[src/rtl/serial_tx.sv]
// serial_tx: parallel-in, serial-out frame transmitter.
// Frame = start bit (0), WIDTH data bits LSB-first, stop bit (1); every bit
// is held for DIV clocks. One word is accepted per frame through load/ready.
// All outputs come straight from flops, so nothing on load/din reaches an
// output combinationally.
module serial_tx #(
    parameter int WIDTH = 8,
    parameter int DIV   = 4
) (
    input  logic             clk,
    input  logic             rst_n,
    input  logic [WIDTH-1:0] din,
    input  logic             load,
    output logic             ready,
    output logic             q,
    output logic             busy,
    output logic             done
);

    // Counter widths; the div counter keeps at least one bit so DIV=1 works.
    localparam int DW = (DIV > 1) ? $clog2(DIV) : 1;
    localparam int BW = $clog2(WIDTH + 1);

    localparam logic [DW-1:0] DIV_LAST = DW'(DIV - 1);
    localparam logic [BW-1:0] BIT_LAST = BW'(WIDTH - 1);
    localparam logic [DW-1:0] DIV_ONE  = DW'(1);
    localparam logic [BW-1:0] BIT_ONE  = BW'(1);

    typedef enum logic [1:0] {
        S_IDLE  = 2'd0,
        S_START = 2'd1,
        S_DATA  = 2'd2,
        S_STOP  = 2'd3
    } state_e;

    state_e           state_q, state_d;
    logic [DW-1:0]    div_q, div_d;
    logic [BW-1:0]    bit_q, bit_d;
    logic [WIDTH-1:0] shift_q, shift_d;
    logic             q_q, q_d;
    logic             ready_q, ready_d;
    logic             busy_q, busy_d;
    logic             done_q, done_d;

    logic             div_wrap_s;
    logic [WIDTH-1:0] shift_next_s;

    // Last clock of the current bit period, and the word after one shift.
    assign div_wrap_s   = (div_q == DIV_LAST);
    assign shift_next_s = shift_q >> 1;

    // Next-state and next-output logic; outputs are computed one cycle early
    // so the registered value matches the state being entered.
    always_comb begin
        state_d = state_q;
        div_d   = div_q;
        bit_d   = bit_q;
        shift_d = shift_q;
        q_d     = q_q;
        ready_d = ready_q;
        busy_d  = busy_q;
        done_d  = 1'b0;

        case (state_q)
            S_IDLE: begin
                if (load && ready_q) begin
                    // Accepting edge: capture the word and drive the start bit.
                    state_d = S_START;
                    shift_d = din;
                    div_d   = '0;
                    bit_d   = '0;
                    q_d     = 1'b0;
                    ready_d = 1'b0;
                    busy_d  = 1'b1;
                end else begin
                    q_d     = 1'b1;
                    ready_d = 1'b1;
                    busy_d  = 1'b0;
                end
            end

            S_START: begin
                if (div_wrap_s) begin
                    div_d   = '0;
                    state_d = S_DATA;
                    q_d     = shift_q[0];
                end else begin
                    div_d   = div_q + DIV_ONE;
                end
            end

            S_DATA: begin
                if (div_wrap_s) begin
                    div_d   = '0;
                    shift_d = shift_next_s;
                    bit_d   = bit_q + BIT_ONE;
                    if (bit_q == BIT_LAST) begin
                        state_d = S_STOP;
                        q_d     = 1'b1;
                    end else begin
                        q_d     = shift_next_s[0];
                    end
                end else begin
                    div_d   = div_q + DIV_ONE;
                end
            end

            S_STOP: begin
                if (div_wrap_s) begin
                    // Frame complete: back to idle with a single done pulse.
                    div_d   = '0;
                    bit_d   = '0;
                    state_d = S_IDLE;
                    q_d     = 1'b1;
                    ready_d = 1'b1;
                    busy_d  = 1'b0;
                    done_d  = 1'b1;
                end else begin
                    div_d   = div_q + DIV_ONE;
                end
            end

            default: begin
                state_d = S_IDLE;
                div_d   = '0;
                bit_d   = '0;
                q_d     = 1'b1;
                ready_d = 1'b1;
                busy_d  = 1'b0;
            end
        endcase
    end

    // State, counter, shift and output registers; reset forces an idle line.
    always_ff @(posedge clk or negedge rst_n) begin
        if (!rst_n) begin
            state_q <= S_IDLE;
            div_q   <= '0;
            bit_q   <= '0;
            shift_q <= '0;
            q_q     <= 1'b1;
            ready_q <= 1'b1;
            busy_q  <= 1'b0;
            done_q  <= 1'b0;
        end else begin
            state_q <= state_d;
            div_q   <= div_d;
            bit_q   <= bit_d;
            shift_q <= shift_d;
            q_q     <= q_d;
            ready_q <= ready_d;
            busy_q  <= busy_d;
            done_q  <= done_d;
        end
    end

    assign q     = q_q;
    assign ready = ready_q;
    assign busy  = busy_q;
    assign done  = done_q;

endmodule
[config.mk]
export PLATFORM = sky130hd
export DESIGN_NAME = serial_tx
export DESIGN_NICKNAME = d
export VERILOG_FILES = /design/src/rtl/serial_tx.sv
export SDC_FILE = /design/constraint.sdc
export NUM_CORES = 1
export LEC_CHECK = 0
export CELL_PAD_IN_SITES_DETAIL_PLACEMENT = 1
export CELL_PAD_IN_SITES_GLOBAL_PLACEMENT = 2
export CORE_AREA = 2 2 60 62
export DETAILED_ROUTE_END_ITERATION = 10
export DIE_AREA = 0 0 62 64
export GPL_TIMING_DRIVEN = 0
export PLACE_DENSITY = 0.75
export SKIP_CTS_REPAIR_TIMING = 1
export SYNTH_ARGS = -nofsm -noshare
export SYNTH_HDL_FRONTEND = slang
export SYNTH_SLANG_ARGS = --single-unit
[constraint.sdc]
create_clock -name clk -period 3.31 [get_ports clk]
set_input_delay 0.4965 -clock clk [delete_from_list [all_inputs] [get_ports clk]]
set_output_delay 0.4965 -clock clk [all_outputs]
set_load 0.1 [all_outputs]
==> metrics.md <==
| Metric | Value |
|---|---|
| Clk sinks | `20` |
| Switching power | `0.576 mW` |
| Max incr delay on CP | `1.15 ns` |
| Setup violators final | `0` |
| GRT Util Overall | `0.137` |
| Buf/Inv on CP | `1` |
| H-tree levels | `1` |
| Post-Syn Instances | `98` |
| Detailed-router iteration count before antenna repair | `4` |
| Final setup margin | `0.742 ns` |
| Worst-Margin Slew | `0.969 ns` |
| Clk pwr share | `0.095` |
| CTS max path bufs | `2` |
| Largest net degree at the start of global routing | `21` |
| Die Outline Area | `3970 um2` |
| Critical path arrival | `2.07 ns` |
| Core area | `3280 um2` |
| Yosys Warn Count | `0` |
| Initial core utilization | `0.346` |
| Seq pwr share | `0.313` |
| CP Class | `flip-flop to output port` |
| Area Overhead vs Synth | `19.7%` |
| Cell area after layout | `1360 um2` |
| Max Fclk | `0.389 GHz` |
| Die X | `62 um` |
| Design Power | `1.32 mW` |
| Critical path launch point type | `flip-flop` |
| Root buf cell | `clkbuf_4` |
| Yosys reg bits | `20` |
| Dpl ws | `1.08 ns` |
| Synth cell types | `37` |
| Max Cap Violations | `0` |
| Worst Hold Class | `flip-flop to flip-flop` |
| WL final | `2.36 mm` |
| Skew-Pair Late Insertion Delay | `0.31 ns` |
| Number of global-route vias before repair | `859` |
| Outcome | `completed` |
| WL/cell | `14.6 um` |
| Vias per inst | `5.01` |
| Max layer used | `met4` |
| Crit path max fanout | `6` |
| Pwr Density | `971 nW/um2` |
| Placed Area | `1330 um2` |
| Crit path max-delay family | `buffers and inverters` |
| DR WL met2 | `1.18 mm` |
| Final Max Slew Viols | `0` |
| Async SR Flop Fraction | `1.00` |
| Overflow after GRT | `0` |
| Final Skew | `0.00394 ns` |
| DIE HEIGHT | `64 um` |
| Vias post-DR | `811` |
| Flop-to-flop setup slack | `1.38 ns` |
| Top-area cell type share of the netlist area | `0.397` |
| Period utilization | `0.776` |
| RSZ-0062 raised after global routing | `false` |
| First-pass GRT wire length | `4.04 mm` |
| Row cnt | `21` |
| Post-synthesis sequential area ratio | `0.443` |
| Count of input and output buffers | `14` |
| Net Count, Synth | `116` |
| Hold Violations, Final | `0` |
| I/O pin cnt | `15` |
| RePlAce Congestion | `0.707` |
| Initial drt markers | `15` |
| Synth Cell Area | `1130 um2` |
| Post-synth EDFFs | `0` |
| Initial antenna violation count | `0` |
| P_leak | `0.568 nW` |
| Pint | `0.744 mW` |
| CTS tree | `done` |
| Total CTS buffers | `3` |
| Share of cells above drive strength 1 | `0.233` |
| Mean Syn Cell Area | `11.6 um2` |
| Min Clock Period, post-route | `2.57 ns` |
| Layout Nets | `135` |
| Headroom to the max-slew limit | `0.352` |
| Top cells by instance count after synthesis | `dfrtp_1 (18), mux2_2 (15), ha_1 (7), nand2_1 (6), inv_1 (5)` |
| Dominant synthesized flop cell | `dfrtp_1` |
| Antenna Cells | `0` |
| WL met3 | `118 um` |
| Post-route setup TNS | `0 ns` |
| Endpoint kind of the worst setup timing path | `output port` |
| Critical path required time | `2.81 ns` |
| Core Util, Final | `0.414` |
| Max IR drop VDD | `0.000414 V` |
| Combinational Power Share | `0.591` |
| Slowest CP cell | `clkdlybuf4s50_1` |
| Fin Hold WS | `0.506 ns` |
| Non-filler instance count after layout | `162` |
| Post-route ant nets | `0` |
| Placed cell count | `158` |
| Switch share | `0.437` |
| Dpl hpwl | `1.77 mm` |
| Post-synth top area cell | `dfrtp_1` |
| Worst-path cell chain | `clkdlybuf4s50_1` |
| Most common cell in the netlist | `dfrtp_1` |
| Clk pin slew, worst setup/hold paths | `0.11 ns` |
| DRT met1 WL | `1.01 mm` |
| DRC | `0` |
| Most area-consuming cells after synthesis | `dfrtp_1 (40%), mux2_2 (15%), ha_1 (7.7%)` |
## placed cells by master, fill, tap and decap left out, types with 2 or more instances in the layout
cell / netlist / routed
nand3b_1: 2 / 2
o21ai_0: 4 / 4
nor2_1: 4 / 4
nand2b_1: 2 / 2
nor2b_1: 2 / 2
clkbuf_4: 0 / 3
nand2_1: 6 / 6
inv_1: 5 / 5
dfstp_2: 2 / 2
o31ai_1: 4 / 4
dfrtp_1: 18 / 18
ha_1: 7 / 7
clkdlybuf4s50_1: 0 / 14
mux2_2: 15 / 15
nand4_1: 2 / 2
nand3_1: 2 / 2
## cells by family (layout without fill, tap and decap cells)
family                   count (synthesis)  in the layout  share of synthesized area
multiplexers                            15             15                      0.149
adder cells (fa/ha/maj)                  7              7                     0.0772
buffers and inverters                    8             26                     0.0375
flip-flops                              20             20                      0.443
AO/OA/AOI/OAI                           22             22                      0.160
AND/OR/NAND/NOR                         26             26                      0.133
## metal layers
metal  up-vias  track usage
met5         -            0
met3         5       0.0263
met2        15        0.228
li1        397            -
met4         0       0.0559
met1       394        0.167
## power by group through the flow
stage / clock network [mW] / logic (mW) / registers, mW
after floorplan: 0 / 0.506 / 0.522
after global placement: 0 / 0.767 / 0.415
after detailed placement: 0 / 0.788 / 0.419
after CTS: 0.130 / 0.790 / 0.415
after global routing: 0.145 / 0.861 / 0.431
final: 0.126 / 0.780 / 0.414
## registers in the layout, indices dropped and copies added, names as in the netlist
| name | count |
|---|---|
| q | 1 |
| ready | 1 |
| div_q | 2 |
| done | 1 |
| bit_q | 4 |
| shift_q | 8 |
| state_q | 2 |
| busy | 1 |
## path summary, 6_finish.rpt
check / from / to / depth (start not counted)
setup / recovery: ready / ready / 1
hold reg to reg: q / q / 1
setup reg to reg: state_q[0] / shift_q[6] / 6
min in group asynchronous: rst_n / bit_q[2] / 1
max in group asynchronous: rst_n / state_q[1] / 1
hold / removal: q / q / 1
## layout make-up
cell class / instances / area (um2)
sequential: 20 / 503
clock buffer: 4 / 26.3
tap: 46 / 57.6
timing repair buffer: 14 / 140
multi-input combinational: 70 / 589
fill: 377 / 1930
inverter: 5 / 18.8
buffer: 3 / 23.8
Power figures use the tool's default switching activity.
